<file path="config.mk">
export PLATFORM = sky130hd
export DESIGN_NAME = ahb_master_flat
export DESIGN_NICKNAME = d
export VERILOG_FILES = /design/src/rtl/ahb_master_if.sv /design/src/rtl/ahb_master.sv /design/src/flat_wrapper.sv
export SDC_FILE = /design/constraint.sdc
export NUM_CORES = 1
export LEC_CHECK = 0
export CAP_MARGIN = 25
export CORE_UTILIZATION = 44
export DETAILED_ROUTE_END_ITERATION = 10
export GPL_TIMING_DRIVEN = 0
export HOLD_SLACK_MARGIN = 0.02
export PLACE_DENSITY = 0.82
export RECOVER_POWER = 50
export REMOVE_ABC_BUFFERS = 1
export SYNTH_ARGS = -nofsm -noshare
export SYNTH_HDL_FRONTEND = slang
export SYNTH_SLANG_ARGS = --single-unit
</file>
<file path="constraint.sdc">
create_clock -name hclk -period 2.4 [get_ports hclk]
set_input_delay 0.48 -clock hclk [delete_from_list [all_inputs] [get_ports hclk]]
set_output_delay 0.48 -clock hclk [all_outputs]
set_load 0.01 [all_outputs]
</file>
<file path="src/rtl/ahb_master_if.sv">
`default_nettype none
// ============================================================================
// Module : ahb_master_if
// Desc   : AHB-Lite bus signal bundle with master and slave views.
// Rev    : 1.0  initial release
// ============================================================================
interface ahb_master_if #(
    parameter int ADDR_W = 32,
    parameter int DATA_W = 32
);
    logic [ADDR_W-1:0] haddr;
    logic              hwrite;
    logic [2:0]        hsize;
    logic [2:0]        hburst;
    logic [1:0]        htrans;
    logic [3:0]        hprot;
    logic              hmastlock;
    logic [DATA_W-1:0] hwdata;
    logic              hready;
    logic              hresp;
    logic [DATA_W-1:0] hrdata;

    modport master (
        output haddr, hwrite, hsize, hburst, htrans, hprot, hmastlock, hwdata,
        input  hready, hresp, hrdata
    );

    modport slave (
        input  haddr, hwrite, hsize, hburst, htrans, hprot, hmastlock, hwdata,
        output hready, hresp, hrdata
    );
endinterface
`default_nettype wire

</file>
<file path="src/rtl/ahb_master.sv">
`default_nettype none
// ============================================================================
// Module : ahb_master
// Desc   : AHB-Lite master turning single client commands into word bursts.
// Rev    : 1.0  initial release
// ============================================================================
module ahb_master #(
    parameter int ADDR_W = 32,
    parameter int DATA_W = 32
) (
    input  wire                 hclk,
    input  wire                 hresetn,
    input  wire                 cmd_valid,
    output logic                cmd_ready,
    input  wire                 cmd_write,
    input  wire  [ADDR_W-1:0]   cmd_addr,
    input  wire  [2:0]          cmd_burst,
    input  wire  [4:0]          cmd_len,
    input  wire  [DATA_W-1:0]   wr_data,
    output logic                wr_req,
    output logic [DATA_W-1:0]   rd_data,
    output logic                rd_valid,
    output logic                done,
    output logic                err,
    ahb_master_if.master        bus
);

    typedef enum logic [2:0] {
        S_IDLE  = 3'd0,
        S_ADDR  = 3'd1,
        S_BURST = 3'd2,
        S_LAST  = 3'd3,
        S_ERR   = 3'd4
    } state_t;

    localparam logic [1:0] HT_IDLE   = 2'b00;
    localparam logic [1:0] HT_NONSEQ = 2'b10;
    localparam logic [1:0] HT_SEQ    = 2'b11;

    state_t            state_q;
    logic [ADDR_W-1:0] haddr_q;
    logic              hwrite_q;
    logic [2:0]        hburst_q;
    logic [1:0]        htrans_q;
    logic [DATA_W-1:0] hwdata_q;
    logic [DATA_W-1:0] rd_data_q;
    logic              rd_valid_q;
    logic              done_q;
    logic              err_q;
    logic              cmd_ready_q;
    logic [4:0]        beats_q;

    logic [4:0]        cmd_beats_d;
    logic [ADDR_W-1:0] cmd_addr_d;
    logic [ADDR_W-1:0] wrap_mask_d;
    logic [ADDR_W-1:0] haddr_inc_d;
    logic [ADDR_W-1:0] haddr_d;

    always_comb begin
        cmd_beats_d = 5'd1;
        case (cmd_burst)
            3'b001:         cmd_beats_d = (cmd_len == 5'd0) ? 5'd1 : cmd_len;
            3'b010, 3'b011: cmd_beats_d = 5'd4;
            3'b100, 3'b101: cmd_beats_d = 5'd8;
            3'b110, 3'b111: cmd_beats_d = 5'd16;
            default:        cmd_beats_d = 5'd1;
        endcase
    end

    // WRAP-N keeps the upper bits and wraps within a 4N-byte window.
    always_comb begin
        wrap_mask_d = '0;
        case (hburst_q)
            3'b010:  wrap_mask_d = ADDR_W'(32'h0F);
            3'b100:  wrap_mask_d = ADDR_W'(32'h1F);
            3'b110:  wrap_mask_d = ADDR_W'(32'h3F);
            default: wrap_mask_d = '0;
        endcase
    end

    assign cmd_addr_d  = cmd_addr & ~ADDR_W'(3);
    assign haddr_inc_d = haddr_q + ADDR_W'(4);
    assign haddr_d     = (wrap_mask_d != '0)
                       ? ((haddr_q & ~wrap_mask_d) | (haddr_inc_d & wrap_mask_d))
                       : haddr_inc_d;

    assign wr_req    = htrans_q[1] & bus.hready & hwrite_q;
    assign cmd_ready = cmd_ready_q;
    assign rd_data   = rd_data_q;
    assign rd_valid  = rd_valid_q;
    assign done      = done_q;
    assign err       = err_q;

    assign bus.haddr     = haddr_q;
    assign bus.hwrite    = hwrite_q;
    assign bus.hsize     = 3'b010;
    assign bus.hburst    = hburst_q;
    assign bus.htrans    = htrans_q;
    assign bus.hprot     = 4'b0011;
    assign bus.hmastlock = 1'b0;
    assign bus.hwdata    = hwdata_q;

    always_ff @(posedge hclk or negedge hresetn) begin
        if (!hresetn) begin
            state_q     <= S_IDLE;
            haddr_q     <= '0;
            hwrite_q    <= 1'b0;
            hburst_q    <= 3'b000;
            htrans_q    <= HT_IDLE;
            hwdata_q    <= '0;
            rd_data_q   <= '0;
            rd_valid_q  <= 1'b0;
            done_q      <= 1'b0;
            err_q       <= 1'b0;
            cmd_ready_q <= 1'b1;
            beats_q     <= 5'd0;
        end else begin
            rd_valid_q <= 1'b0;
            done_q     <= 1'b0;
            err_q      <= 1'b0;
            if (wr_req) begin
                hwdata_q <= wr_data;
            end
            case (state_q)
                S_IDLE: begin
                    if (cmd_valid) begin
                        state_q     <= S_ADDR;
                        cmd_ready_q <= 1'b0;
                        htrans_q    <= HT_NONSEQ;
                        haddr_q     <= cmd_addr_d;
                        hwrite_q    <= cmd_write;
                        hburst_q    <= cmd_burst;
                        beats_q     <= cmd_beats_d;
                    end
                end
                S_ADDR: begin
                    if (bus.hready) begin
                        if (beats_q == 5'd1) begin
                            state_q  <= S_LAST;
                            htrans_q <= HT_IDLE;
                        end else begin
                            state_q  <= S_BURST;
                            htrans_q <= HT_SEQ;
                            haddr_q  <= haddr_d;
                            beats_q  <= beats_q - 5'd1;
                        end
                    end
                end
                S_BURST, S_LAST: begin
                    // The pending address phase is dropped as soon as ERROR shows.
                    if (bus.hresp) begin
                        htrans_q <= HT_IDLE;
                        if (bus.hready) begin
                            state_q     <= S_IDLE;
                            cmd_ready_q <= 1'b1;
                            done_q      <= 1'b1;
                            err_q       <= 1'b1;
                        end else begin
                            state_q <= S_ERR;
                        end
                    end else if (bus.hready) begin
                        if (!hwrite_q) begin
                            rd_data_q  <= bus.hrdata;
                            rd_valid_q <= 1'b1;
                        end
                        if (state_q == S_LAST) begin
                            state_q     <= S_IDLE;
                            cmd_ready_q <= 1'b1;
                            done_q      <= 1'b1;
                        end else if (beats_q == 5'd1) begin
                            state_q  <= S_LAST;
                            htrans_q <= HT_IDLE;
                        end else begin
                            haddr_q <= haddr_d;
                            beats_q <= beats_q - 5'd1;
                        end
                    end
                end
                S_ERR: begin
                    if (bus.hready) begin
                        state_q     <= S_IDLE;
                        cmd_ready_q <= 1'b1;
                        done_q      <= 1'b1;
                        err_q       <= 1'b1;
                    end
                end
                default: begin
                    state_q     <= S_IDLE;
                    cmd_ready_q <= 1'b1;
                    htrans_q    <= HT_IDLE;
                end
            endcase
        end
    end

endmodule
`default_nettype wire

</file>
<file path="src/flat_wrapper.sv">
// flat-port wrapper written by rule: the top's interface ports become plain ports
module ahb_master_flat 
#(
    parameter int ADDR_W = 32,
    parameter int DATA_W = 32
)
  (hclk, hresetn, cmd_valid, cmd_ready, cmd_write, cmd_addr, cmd_burst, cmd_len, wr_data, wr_req, rd_data, rd_valid, done, err, bus_haddr, bus_hwrite, bus_hsize, bus_hburst, bus_htrans, bus_hprot, bus_hmastlock, bus_hwdata, bus_hready, bus_hresp, bus_hrdata);
  ahb_master_if #(.ADDR_W(ADDR_W), .DATA_W(DATA_W)) bus_i ();
  input  wire hclk;
  input  wire hresetn;
  input  wire cmd_valid;
  output logic cmd_ready;
  input  wire cmd_write;
  input  wire  [ADDR_W-1:0] cmd_addr;
  input  wire  [2:0] cmd_burst;
  input  wire  [4:0] cmd_len;
  input  wire  [DATA_W-1:0] wr_data;
  output logic wr_req;
  output logic [DATA_W-1:0] rd_data;
  output logic rd_valid;
  output logic done;
  output logic err;
  output wire logic [$bits(bus_i.haddr)-1:0] bus_haddr;
  output wire logic [$bits(bus_i.hwrite)-1:0] bus_hwrite;
  output wire logic [$bits(bus_i.hsize)-1:0] bus_hsize;
  output wire logic [$bits(bus_i.hburst)-1:0] bus_hburst;
  output wire logic [$bits(bus_i.htrans)-1:0] bus_htrans;
  output wire logic [$bits(bus_i.hprot)-1:0] bus_hprot;
  output wire logic [$bits(bus_i.hmastlock)-1:0] bus_hmastlock;
  output wire logic [$bits(bus_i.hwdata)-1:0] bus_hwdata;
  input wire logic [$bits(bus_i.hready)-1:0] bus_hready;
  input wire logic [$bits(bus_i.hresp)-1:0] bus_hresp;
  input wire logic [$bits(bus_i.hrdata)-1:0] bus_hrdata;
  assign bus_haddr = bus_i.haddr;
  assign bus_hwrite = bus_i.hwrite;
  assign bus_hsize = bus_i.hsize;
  assign bus_hburst = bus_i.hburst;
  assign bus_htrans = bus_i.htrans;
  assign bus_hprot = bus_i.hprot;
  assign bus_hmastlock = bus_i.hmastlock;
  assign bus_hwdata = bus_i.hwdata;
  assign bus_i.hready = bus_hready;
  assign bus_i.hresp = bus_hresp;
  assign bus_i.hrdata = bus_hrdata;
  ahb_master #(.ADDR_W(ADDR_W), .DATA_W(DATA_W)) u_core (.hclk(hclk), .hresetn(hresetn), .cmd_valid(cmd_valid), .cmd_ready(cmd_ready), .cmd_write(cmd_write), .cmd_addr(cmd_addr), .cmd_burst(cmd_burst), .cmd_len(cmd_len), .wr_data(wr_data), .wr_req(wr_req), .rd_data(rd_data), .rd_valid(rd_valid), .done(done), .err(err), .bus(bus_i));
endmodule
</file>
==> results of run 1 <==
[stage by stage]
step / setup slack, ns / instances / setup TNS, ns / hold slack (ns) / util, %
final: 0.09767 / 915 / 0 / 0.4863 / 70.93
after global routing: 0.01050 / 914 / 0 / 0.5099 / 70.91
after CTS: 0.00008882 / 906 / 0 / 0.1955 / 70.21
after detailed placement: -0.8426 / 872 / -33.10 / 0.4784 / 64.41
after global placement: -3.412 / 867 / -485.29 / 0.4711 / 63.47
after floorplan: -0.6301 / 485 / -8.802 / 0.1844 / -
[final cells by class]
type	instances	area (sq um)	share of cell area (%)
repair buffers	227	2292	26.57
clock buffers	18	429.2	4.975
flip-flops and latches	114	2856	33.12
multi-input cells	358	2554	29.61
well taps	168	210.2	2.437
clock inverters	14	225.2	2.611
diodes	1	2.502	0.02901
inverters	15	56.30	0.6527
[flip-flops by register name, indices dropped and copies added (netlist names), named ones only]
name               cells
u_core.beats_q         5
u_core.state_q         3
u_core.bus.haddr      30
u_core.err             1
u_core.done            1
u_core.bus.htrans      2
u_core.bus.hwrite      1
u_core.bus.hburst      3
u_core.bus.hwdata     32
u_core.cmd_ready       1
u_core.rd_data        32
u_core.rd_valid        1
[final timing paths]
kind                                                   from                                 to  slack [ns]  depth (start not counted)
max in group asynchronous                           hresetn       u_core.cmd_ready$_DFFE_PN1P_        0.89                          2
setup / recovery                                  cmd_valid    u_core.bus.haddr[2]$_DFFE_PN0P_         0.1                          6
min in group asynchronous                           hresetn  u_core.bus.hwdata[24]$_DFFE_PN0P_        0.50                          1
hold / removal             u_core.bus.htrans[0]$_DFFE_PN0P_   u_core.bus.htrans[0]$_DFFE_PN0P_        0.49                          2
setup reg to reg              u_core.state_q[0]$_DFFE_PN0P_    u_core.bus.haddr[2]$_DFFE_PN0P_        0.11                          5
hold reg to reg            u_core.bus.htrans[0]$_DFFE_PN0P_   u_core.bus.htrans[0]$_DFFE_PN0P_        0.49                          2
[per-layer routing]
layer	wire (um)	up-vias
met5	0	-
met4	362	0
met3	1203	33
met2	8784	239
met1	6689	2473
li1	-	2335
[Yosys cell counts (3+ instances only)]
cell	number
o21ai_0	41
nand3_1	16
mux2_2	68
inv_1	15
dfrtp_1	113
a21oi_1	36
o22ai_1	9
a22o_1	4
o21bai_1	3
nor3b_1	4
buf_6	3
nand2_1	36
o2bb2ai_1	4
nor4_1	6
buf_4	8
a31oi_1	6
and2_1	4
buf_2	3
ha_1	3
clkbuf_1	23
nor3_1	10
nor2_1	23
a21o_1	3
a22oi_1	4
nand2b_1	3
or3_1	3
and4_1	3
o211ai_1	4
o31a_1	4
nand4_1	7
and3_1	7
[tightest hold or removal path: stages (launching register included)]
cell,delay (ns)
dfrtp_1,0.34
nand2_1,0.05
o21ai_0,0.06
[power by group through the flow]
stage          Clock (uW)  Sequential (uW)  Combinational, uW
3_5_place_dp            0             3670               5300
2_1_floorplan           0             3910               2230
6_report             2790             3710               5450
5_1_grt              2920             3820               5870
3_3_place_gp            0             3580               5050
4_1_cts              2820             3690               5420
[cells by family (layout without fill, tap and decap cells)]
kind of cell	Yosys count	after routing	synth area share (%)
AND/OR/NAND/NOR	136	138	13.19
AO/OA/AOI/OAI	139	139	15.77
multiplexers	69	69	14.00
buffers and inverters	52	274	4.540
other	2	9	0.1356
XOR/XNOR	1	1	0.1581
flip-flops	114	114	51.52
adder cells (fa/ha/maj)	3	3	0.6777
[timing repair]
| action | in CTS | in global routing |
|---|---|---|
| setup endpoints to repair | 31 | 47 |
| setup buffers | 0 | 8 |
| gates resized for setup | 10 | 11 |
| gates cloned | 2 | 0 |
| pin swaps | 3 | 1 |
==> impl_metrics.csv, run 1 <==
group,metric,value,unit
finish,fin_area,8626,sq um
finish,nets,846,
place,dpl.hpwl,11490,um
floorplanning,die_h,114.2,um
critical_path,cp.required,2.72,ns
sta,fin_crit_sh,95.93,%
yosys,synth_area_leaders,"dfrtp_1 51%, mux2_2 14%, o21ai_0 3.7%",
power_and_ir_drop,p_seq_share,31.0,%
place,gp_congestion,0.8332,
yosys,avgSynthCellArea,10.73,sq um
yosys,yosys_most_used_dff,"dfrtp_1",
status,violations,"max-capacitance violations, max-slew violations",
grt,grt_pass1_vias,4962,
power_and_ir_drop,combPwrFrac,45.6,%
floorplanning,coreArea,12160,sq um
yosys,yosysUniqueCellTypes,61,
grt,grt_pass1_wl,26410,um
clocking,clk_latency,0.40,ns
sta,finalCriticalPeriod,2.302,ns
power_and_ir_drop,p_sw,4333,uW
grt,busiest_layer,"met2",
sta,rsz0062_at_grt,"no",
yosys,synth-edff-count,0,
drt,first_pass_iters,5,
floorplanning,die_w,114.2,um
flow_run,max_cap_viol_count,1,
grt,grt-ovfl-total,0,
critical_path,path_cells,"clkdlybuf4s50_1 -> or3b_2 -> a31oi_2 -> nand2_1 -> or3_1 -> o211ai_1",
hold_path,hp-class,"reg -> reg",
drt,totalWireLength,17040,um
power_and_ir_drop,finalPower,11950,uW
floorplanning,dieArea,13040,sq um
finish,final_common_cell,"clkdlybuf4s50_1",
clocking,clock-root-buffer,"clkbuf_16",
clocking,clkTransAtPathRegs,0.06,ns
critical_path,critPathMaxStageDelay,0.51,ns
grt,grtUsageMet3,6.458,%
floorplanning,num_rows,40,
drt,vias,5080,
sta,max_freq,434.3,MHz
critical_path,path_delay_family,"simple AND/OR/NAND/NOR gates",
clocking,h-tree-depth,4,
finish,fill_cells,825,
power_and_ir_drop,p_int,7619,uW
critical_path,crit_fanout,9,
critical_path,critical_path_buf_inv_count,1,
clocking,cts_tree,"done",
finish,mostFrequentLayoutCells,"195 x clkdlybuf4s50_1, 111 x dfrtp_1, 68 x mux2_2",
sta,setup_viol,0,
drt,avgRoutedWirePerCell,18.62,um
drt,viasPerCell,5.552,
grt,met2_usage,46.59,%
grt,antenna_found_initial,0,
place,port_buffers,214,
power_and_ir_drop,p_clk_share,23.4,%
power_and_ir_drop,swShare,36.25,%
finish,layout-drive-gt1-share,18.36,%
power_and_ir_drop,p_leak,0.003506,uW
yosys,synth_area,5539,sq um
critical_path,slowest_stage,"or3b_2",
critical_path,worstSetupPathType,"in -> reg",
drt,drc_errors,0,
finish,syn_to_final_growth,55.73,%
floorplanning,start_util,45.55,%
grt,grt_max_degree,62,
clocking,cts_buffers,17,
clocking,cts_sinks,114,
critical_path,cp.arrival,2.62,ns
grt,grt_use_total,26.34,%
sta,worstMarginPinSlew,1.635,ns
place,place_area,7834,sq um
sta,final_max_slew_viol_count,61,
sta,finalHoldViolations,0,
floorplanning,io_pins,225,
clocking,ctsHoldBuffers,0,
sta,finClkSkew,0.01085,ns
yosys,synth-async-reset-ratio,100.0,%
sta,maxSlewHeadroom,-9.014,%
clocking,clock_path_buffers,2,
status,outcome,"finished, violations left",
yosys,yosys_warnings,0,
power_and_ir_drop,p_per_area,1386,nW/um^2
drt,antenna_left,0,
critical_path,critPathLaunchType,"input port",
drt,drt-initial-drc-count,350,
yosys,synth_top_cell_by_area,"dfrtp_1",
critical_path,critPathCaptureType,"register",
yosys,synth-seq-cells,114,
yosys,synthCells,516,
yosys,ys_seq_area_share,51.52,%
grt,use_met1,31.02,%
power_and_ir_drop,ir_drop,0.0008095,V
yosys,synth_top_area_share,51.05,%
Power figures use the tool's default switching activity.
==> inputs of run 2 (changes only) <==
--- a/config.mk
+++ b/config.mk
@@ -5,12 +5,12 @@
 export SDC_FILE = /design/constraint.sdc
 export NUM_CORES = 1
 export LEC_CHECK = 0
-export CAP_MARGIN = 25
 export CORE_UTILIZATION = 44
 export DETAILED_ROUTE_END_ITERATION = 10
+export GPL_ROUTABILITY_DRIVEN = 0
 export GPL_TIMING_DRIVEN = 0
 export HOLD_SLACK_MARGIN = 0.02
-export PLACE_DENSITY = 0.82
+export PLACE_DENSITY_LB_ADDON = 0.08
 export RECOVER_POWER = 50
 export REMOVE_ABC_BUFFERS = 1
 export SYNTH_ARGS = -nofsm -noshare
==> run 2 against run 1 <==
  * The flow now finishes without violations
  * Clock skew shrank 0.0021 ns
  * Total power down 1.4%
  * Sequential power barely moved
  * Design area down 0.94%
  * Wire length is 0.48% higher
  * Final cell count shrank 0.66%
  * Fmax is 2.4% lower
  * Combinational power hardly changed
  * Register-to-register slack got worse by 0.07 ns
==> impl_metrics.csv, run 2 (synthesis results as in run 1) <==
group,metric,value,unit
grt,grt_use_total,26.14,%
clocking,clock-root-buffer,"clkbuf_16",
drt,avgRoutedWirePerCell,18.83,um
finish,fill_cells,915,
place,port_buffers,214,
sta,finalCriticalPeriod,2.360,ns
drt,vias,5161,
grt,grt_pass1_wl,26030,um
hold_path,hp-class,"reg -> reg",
drt,antenna_left,0,
grt,grt_max_degree,71,
sta,max_freq,423.8,MHz
sta,finClkSkew,0.008771,ns
finish,layout-drive-gt1-share,18.22,%
critical_path,critPathLaunchType,"register",
sta,fin_crit_sh,98.32,%
critical_path,worstSetupPathType,"reg -> reg",
finish,fin_area,8544,sq um
sta,worstMarginPinSlew,1.074,ns
place,dpl.hpwl,11210,um
finish,nets,843,
finish,final_common_cell,"clkdlybuf4s50_1",
sta,rsz0062_at_grt,"yes",
floorplanning,io_pins,225,
power_and_ir_drop,p_per_area,1379,nW/um^2
drt,totalWireLength,17120,um
finish,n_antenna_cell,0,
grt,grt_pass1_vias,4868,
finish,mostFrequentLayoutCells,"212 x clkdlybuf4s50_1, 110 x dfrtp_1, 68 x mux2_2",
critical_path,crit_fanout,17,
drt,drc_errors,0,
clocking,cts_tree,"done",
clocking,clk_latency,0.41,ns
clocking,h-tree-depth,4,
power_and_ir_drop,finalPower,11790,uW
flow_run,max_cap_viol_count,0,
finish,post-route-util,70.26,%
critical_path,cp.required,2.67,ns
floorplanning,coreArea,12160,sq um
sta,final_max_slew_viol_count,0,
sta,setup_viol,0,
power_and_ir_drop,p_leak,0.003461,uW
floorplanning,die_h,114.2,um
floorplanning,start_util,45.55,%
clocking,clock_path_buffers,2,
grt,grt-ovfl-total,0,
place,placed_cells,868,
place,place_area,7764,sq um
drt,viasPerCell,5.678,
clocking,cts_buffers,17,
finish,fin_cells,909,
clocking,cts_sinks,114,
floorplanning,num_rows,40,
sta,maxSlewHeadroom,28.43,%
drt,first_pass_iters,6,
finish,syn_to_final_growth,54.26,%
floorplanning,die_w,114.2,um
power_and_ir_drop,ir_drop,0.0007704,V
floorplanning,dieArea,13040,sq um
critical_path,cp.arrival,2.63,ns
clocking,clkTransAtPathRegs,0.05,ns
sta,finalHoldViolations,0,
grt,antenna_found_initial,0,
drt,drt-initial-drc-count,562,
critical_path,critPathCaptureType,"register",
status,outcome,"complete, no violations",
run 2: path summary, 6_finish.rpt:
| kind | startpoint | endpoint | slack, ns | cells past startpoint |
|---|---|---|---|---|
| setup reg to reg | u_core.state_q[0]$_DFFE_PN0P_ | u_core.bus.haddr[26]$_DFFE_PN0P_ | 0.04 | 6 |
| hold / removal | u_core.bus.htrans[0]$_DFFE_PN0P_ | u_core.bus.htrans[0]$_DFFE_PN0P_ | 0.48 | 2 |
| hold reg to reg | u_core.bus.htrans[0]$_DFFE_PN0P_ | u_core.bus.htrans[0]$_DFFE_PN0P_ | 0.48 | 2 |
| min in group asynchronous | hresetn | u_core.bus.hwdata[27]$_DFFE_PN0P_ | 0.81 | 2 |
| setup / recovery | u_core.state_q[0]$_DFFE_PN0P_ | u_core.bus.haddr[26]$_DFFE_PN0P_ | 0.04 | 6 |
| max in group asynchronous | hresetn | u_core.state_q[1]$_DFFE_PN0P_ | 0.36 | 3 |
run 2: power by group:
part	internal (uW)	switching, uW	leakage (uW)
logic	2890	2570	0.00178
registers	2840	862	0.00138
clock network	1770	849	0.000298
run 2: final cells by class:
| class | count | area, sq um | area share [%] |
|---|---|---|---|
| repair buffers | 222 | 2205 | 25.80 |
| flip-flops and latches | 114 | 2858 | 33.45 |
| clock inverters | 10 | 158.9 | 1.860 |
| inverters | 15 | 56.30 | 0.6590 |
| multi-input cells | 360 | 2600 | 30.43 |
| clock buffers | 20 | 456.7 | 5.345 |
| well taps | 168 | 210.2 | 2.460 |
run 2: critical path: stages, from the launching register on:
cell and delay [ns]:
dfrtp_2 0.54, or3b_2 0.59, a31oi_4 0.27, buf_4 0.17
nand3_4 0.20, a221oi_1 0.30, o21ai_0 0.14
run 2: per-layer routing:
metal / vias up / global-route usage [%] / share of wire (%)
li1: 2331 / - / -
met1: 2519 / 33.28 / 41
met3: 33 / 7.200 / 8.6
met5: - / 0 / 0
met2: 278 / 42.38 / 48
met4: 0 / 10.13 / 1.9
run 2: metrics by stage:
step,worst slack (ns),hold WS [ns],TNS (ns)
3_5_place_dp,-0.9959,0.4259,-62.92
4_1_cts,-0.02207,0.4915,-0.02207
2_1_floorplan,-0.6301,0.1844,-8.802
5_1_grt,-0.03289,0.5159,-0.05822
3_3_place_gp,-3.531,0.4669,-509.77
6_report,0.04043,0.4840,0
run 2: repair_timing:
item	in CTS	in global routing
pin swaps	1	4
gates resized for setup	20	5
setup buffers	0	6
endpoints found under the setup margin	73	19
hold endpoints to repair	43	0
cloned	2	2
hold buffers	1	0
